File: src/rtl/pc_pkg.sv
// Shared types and constants for the program-counter sequencer.
package pc_pkg;

  typedef logic [7:0] addr_t;

  localparam addr_t RESET_VEC = 8'h00;

  // Source of the next program-counter value.
  typedef enum logic [2:0] {
    SEQ,
    BR,
    JMP,
    CALL,
    RET
  } pc_sel_e;

endpackage

File: src/rtl/pc_ras.sv
// Return-address stack for pc_sequencer: DEPTH entries, with a depth counter.
// A push while full and a pop while empty are both ignored here. The parent
// flags these cases as errors.
module pc_ras
  import pc_pkg::*;
#(
  parameter int DEPTH = 4
) (
  input  logic  clk,
  input  logic  rst,
  input  logic  push_i,
  input  logic  pop_i,
  input  addr_t data_i,
  output addr_t top_o,
  output logic  empty_o,
  output logic  full_o
);

  localparam int CNT_W = $clog2(DEPTH + 1);
  localparam int IDX_W = $clog2(DEPTH);

  logic [CNT_W-1:0] cnt_q, cnt_d;
  logic [IDX_W-1:0] top_idx;
  addr_t            mem_q [DEPTH];

  assign empty_o = (cnt_q == '0);
  assign full_o  = (cnt_q == CNT_W'(DEPTH));
  assign top_idx = IDX_W'(cnt_q - CNT_W'(1));
  assign top_o   = empty_o ? RESET_VEC : mem_q[top_idx];

  // Next depth: a pop wins over a push, and overflow/underflow leave the depth unchanged.
  always_comb begin
    // NOTE: assign a default before any branch so that no path leaves cnt_d unassigned, which would infer a latch.
    cnt_d = cnt_q;
    if (pop_i && !empty_o) begin
      cnt_d = cnt_q - CNT_W'(1);
    end else if (push_i && !full_o) begin
      cnt_d = cnt_q + CNT_W'(1);
    end
  end

  // Depth counter register. Reset empties the stack.
  always_ff @(posedge clk or posedge rst) begin
    // NOTE: sequential state uses non-blocking assignments so that every register samples pre-edge values.
    if (rst) begin
      cnt_q <= '0;
    end else begin
      cnt_q <= cnt_d;
    end
  end

  // Entry storage. A push writes the slot just above the current top.
  always_ff @(posedge clk) begin
    // NOTE: storage is deliberately not reset. The depth counter alone decides which entries are valid.
    if (push_i && !pop_i && !full_o) begin
      mem_q[IDX_W'(cnt_q)] <= data_i;
    end
  end

endmodule

File: src/rtl/pc_sequencer.sv
// Program-counter sequencer with relative branch, absolute jump and call/return.
// Build option: define PC_SEQ_RAS_EN to include the return-address stack (pc_ras).
// Without it, call acts as jmp, ret falls through sequentially and flags underflow,
// and the stack status reads empty and never full.
module pc_sequencer
  import pc_pkg::*;
#(
  parameter int DEPTH = 4
) (
  input  logic       clk,
  input  logic       rst,
  input  logic       stall,
  input  logic       br_taken,
  input  logic [7:0] br_off,
  input  logic       jmp,
  input  logic       call,
  input  logic       ret,
  input  logic [7:0] tgt,
  output logic [7:0] pc_next,
  output logic [7:0] pc_cur,
  output logic       stk_empty,
  output logic       stk_full,
  output logic [1:0] err
);

  if (DEPTH < 2 || DEPTH > 8) begin : g_depth_check
    $error("pc_sequencer: DEPTH must be in 2..8");
  end

  addr_t   pc_q, pc_d;
  addr_t   pc_seq, pc_br;
  addr_t   ras_top;
  logic [1:0] err_q, err_d;
  pc_sel_e sel;

  // Address arithmetic wraps naturally at 8 bits.
  assign pc_seq = pc_q + 8'd1;
  assign pc_br  = pc_q + br_off;

`ifdef PC_SEQ_RAS_EN
  logic ras_push, ras_pop;

  // A simultaneous ret suppresses the push. A ret on an empty stack pops nothing.
  assign ras_push = !stall && call && !ret;
  assign ras_pop  = !stall && ret && !stk_empty;

  pc_ras #(
    .DEPTH (DEPTH)
  ) u_ras (
    .clk     (clk),
    .rst     (rst),
    .push_i  (ras_push),
    .pop_i   (ras_pop),
    .data_i  (pc_seq),
    .top_o   (ras_top),
    .empty_o (stk_empty),
    .full_o  (stk_full)
  );
`else
  assign ras_top   = RESET_VEC;
  assign stk_empty = 1'b1;
  assign stk_full  = 1'b0;
`endif

  // Priority select of the next PC: ret > call > jmp > br_taken > sequential. A stall freezes it.
  always_comb begin
    sel  = SEQ;
    pc_d = pc_seq;
    if (ret) begin
      sel = stk_empty ? SEQ : RET;
    end else if (call) begin
      sel = CALL;
    end else if (jmp) begin
      sel = JMP;
    end else if (br_taken) begin
      sel = BR;
    end

    unique case (sel)
      RET:       pc_d = ras_top;
      CALL, JMP: pc_d = tgt;
      BR:        pc_d = pc_br;
      default:   pc_d = pc_seq;
    endcase

    if (stall) begin
      pc_d = pc_q;
    end
  end

  // Sticky error flags: bit0 is call overflow, bit1 is ret underflow. Both are frozen during a stall.
  assign err_d = err_q | {!stall && ret && stk_empty,
                          !stall && call && !ret && stk_full};

  // PC and error registers.
  always_ff @(posedge clk or posedge rst) begin
    if (rst) begin
      pc_q  <= RESET_VEC;
      err_q <= 2'b00;
    end else begin
      pc_q  <= pc_d;
      err_q <= err_d;
    end
  end

  assign pc_next = pc_d;
  assign pc_cur  = pc_q;
  assign err     = err_q;

endmodule

File: config.mk
export PLATFORM = sky130hd
export DESIGN_NAME = pc_sequencer
export DESIGN_NICKNAME = d
export VERILOG_FILES = /design/src/rtl/pc_pkg.sv /design/src/rtl/pc_ras.sv /design/src/rtl/pc_sequencer.sv
export SDC_FILE = /design/constraint.sdc
export NUM_CORES = 1
export LEC_CHECK = 0
export ABC_AREA = 1
export BUFFER_PORTS_ARGS = -buffer_cell sky130_fd_sc_hd__buf_4
export CAP_MARGIN = 20
export CORE_MARGIN = 10
export CORE_UTILIZATION = 50
export CTS_BUF_LIST = sky130_fd_sc_hd__clkbuf_4 sky130_fd_sc_hd__clkbuf_8
export CTS_CLUSTER_DIAMETER = 120
export DETAILED_ROUTE_END_ITERATION = 10
export PLACE_DENSITY = 0.83
export REMOVE_ABC_BUFFERS = 1
export SYNTH_ARGS = -nofsm -noshare
export SYNTH_HDL_FRONTEND = slang
export SYNTH_SLANG_ARGS = --single-unit
File: constraint.sdc
create_clock -name clk -period 11.2 [get_ports clk]
set_input_delay 3.36 -clock clk [delete_from_list [all_inputs] [get_ports clk]]
set_output_delay 3.36 -clock clk [all_outputs]
set_load 0.01 [all_outputs]
==> impl_metrics.ini <==
[status]
status = complete, no violations

[timing]
clock_skew_ns = 0.00442
fin_setup_tns_ns = 0
rsz0062_at_grt = no
drv_slew = 0
final_min_period_over_clock_period_pct = 77.4
report.final.hold_viol_count = 0
fin_crit_ns = 8.67
max_freq_mhz = 115
setup_violations = 0

[logic_synthesis]
avgSynthCellArea_sq_um = 6.31
synth-edff-count = 0
synth_top_family_by_area = simple AND/OR/NAND/NOR gates
yosys.area_share.simple_pct = 37.4
synthXorXnorAreaFrac_pct = 0.931
seq_area_frac_synth_pct = 23.9
synth_fa_ha_area_share_pct = 11.4
synth.ff_latch_count = 9
syn_area_sq_um = 941
synthCells = 149
ys.flop_type = dfrtp_1
yosys_warnings = 0
yosysUniqueCellTypes = 28
ys_async_sr_fraction_pct = 100
synth-compound-area-share_pct = 9.04
yosys-mux-area-fraction_pct = 0

[grt]
grt_pass1_wl_microns = 4710
grt_remaining_overflow = 0
track_usage_pct = 14.2
grt_max_degree = 14
grt_pass1_vias = 1074
antenna_found_initial = 0

[cts]
cts_root_buffer = clkbuf_4
post_cts_buffers = 0
clockBufferDepth = 2
holdBufCountCts = 0
h-tree-depth = 1
cts_tree = built
clock_latency_ns = 0.27
cts_resized = 0
clkSlewWorstSetupHoldPaths_ns = 0.06
numCtsBuffers = 3
cts_sinks = 9

[power_and_ir_drop]
seqPwrFrac_pct = 29.7
vdd_drop_max_mv = 0.0847
internal_power_mw = 0.0877
p_comb_share_pct = 50.0
p_sw_share_pct = 39.5
clkPwrFrac_pct = 20.3
powerDensity_nw_per_um2 = 115
fin_total_pwr_mw = 0.145
power.leakage_nw = 0.756
p_sw_mw = 0.0573

[floorplan]
core_sq_um = 1760
fp.dieArea_sq_um = 4020
die_w_microns = 63.4
rows = 15
initial_core_util_pct = 53.3
ios = 43
die-height_microns = 63.4

[cells_and_area]
multi_input_area_sq_um = 564
nFillCells = 179
final_cell_mix = 45 x nand2_1, 39 x buf_4, 29 x inv_1
antenna_cells = 0
final_common_cell = nand2_1
area_growth_pct = 33.5
design_area_sq_um = 1260
final_nets = 220
ff_latch_area_sq_um = 225
final_layout_size_suffix_gt1_share_pct = 27.1

[routing]
drc_errors = 0
vias_per_cell = 4.77
num_vias = 1017
firstDrtPassIters = 4
wirelength_microns = 2670
wl_per_cell_microns = 12.5
antenna_left = 0
drtIter0Drc = 56

[critical_path]
regToRegStartpoint = pc_cur[0]
crit_fanout = 7
worstPathRequired_ns = 7.84
crit_type = in -> out
crit_path_start_kind = input pin
end_kind = output pin
cp.arrival_ns = 5.31
critical_path.startpoint = ret

[placement]
placed_area_sq_um = 1230
gp_congestion = 0.857
hpwl_microns = 2290
io_buffers = 39

[hold_path]
hold_class = reg -> reg
holdCritStartpoint = err[1]

[job]
drv_cap = 0
synth_stat cells, types with 2 or more instances:
master | number | share of area (%)
o21ai_1 | 3 | 1.6
nand4_1 | 4 | 2.7
buf_4 | 3 | 2.4
nor2_4 | 2 | 2.4
nor2_1 | 13 | 5.2
o21ai_0 | 4 | 2.1
dfrtp_1 | 9 | 24
conb_1 | 2 | 0.80
a31oi_1 | 2 | 1.3
nand2_1 | 45 | 18
nand3_1 | 8 | 4.3
ha_1 | 7 | 9.3
nor2_2 | 2 | 1.3
a21oi_1 | 3 | 1.6
inv_1 | 29 | 12
final cells by class:
| class | instances | area share, % |
|---|---|---|
| clock buffer | 4 | 2.39 |
| sequential | 9 | 17.9 |
| multi-input combinational | 106 | 44.9 |
| tap | 25 | 2.49 |
| inverter | 30 | 8.96 |
| timing repair buffer | 39 | 23.3 |
power by group through the flow:
stage,clock [mW],sequential (mW),combinational [mW]
after floorplan,0,0.0451,0.0389
after global placement,0,0.0434,0.0713
after detailed placement,0,0.0435,0.0731
after CTS,0.0294,0.0429,0.0735
after global routing,0.0309,0.0439,0.0821
final,0.0294,0.0430,0.0725
path summary, 6_finish.rpt:
path                            slack, ns    endpoint  cells after the start
worst max-delay path                 2.53  pc_next[4]                     12
worst min-delay path                 0.47      err[1]                      1
worst max register to register       9.56   pc_cur[4]                      7
worst min register to register       0.47      err[1]                      1
max in group asynchronous            7.85   pc_cur[6]                      2
min in group asynchronous            3.07   pc_cur[2]                      2
routing by layer:
| metal | up-vias | share of wire [%] | track usage, % |
|---|---|---|---|
| met4 | 0 | 1.3 | 4.37 |
| met5 | - | 0 | 0 |
| li1 | 531 | - | - |
| met3 | 5 | 6.5 | 4.42 |
| met2 | 28 | 51 | 25.4 |
| met1 | 453 | 41 | 15.3 |
cell families after synthesis:
group / Yosys count
simple gates: 79
buf+inv: 35
compound gates: 15
flops: 9
fa+ha+maj: 8
other cells: 2
xor+xnor: 1
worst max-delay path, cell delays in order:
cell,delay (ns)
buf_4,0.13
nor2_2,0.17
nand2_1,0.19
or2_2,0.32
ha_1,0.20
inv_1,0.07
fa_1,0.22
nor2_1,0.07
o21ai_0,0.15
nand3b_1,0.10
a21oi_1,0.17
buf_4,0.15
stage by stage:
step / instances / utilization [%] / hold slack, ns / setup WS [ns]
2_1_floorplan: 145 / - / 0.493 / 2.93
3_3_place_gp: 209 / 69.5 / 0.444 / 2.63
3_5_place_dp: 209 / 69.5 / 0.451 / 2.55
4_1_cts: 213 / 71.2 / 0.469 / 2.53
5_1_grt: 213 / 71.2 / 0.491 / 2.31
6_report: 213 / 71.2 / 0.465 / 2.53
flip-flops by register name, summed over array words and instances, names as in the netlist:
signal,count
err,1
pc_cur,8
(Power assumes the default switching activity.)
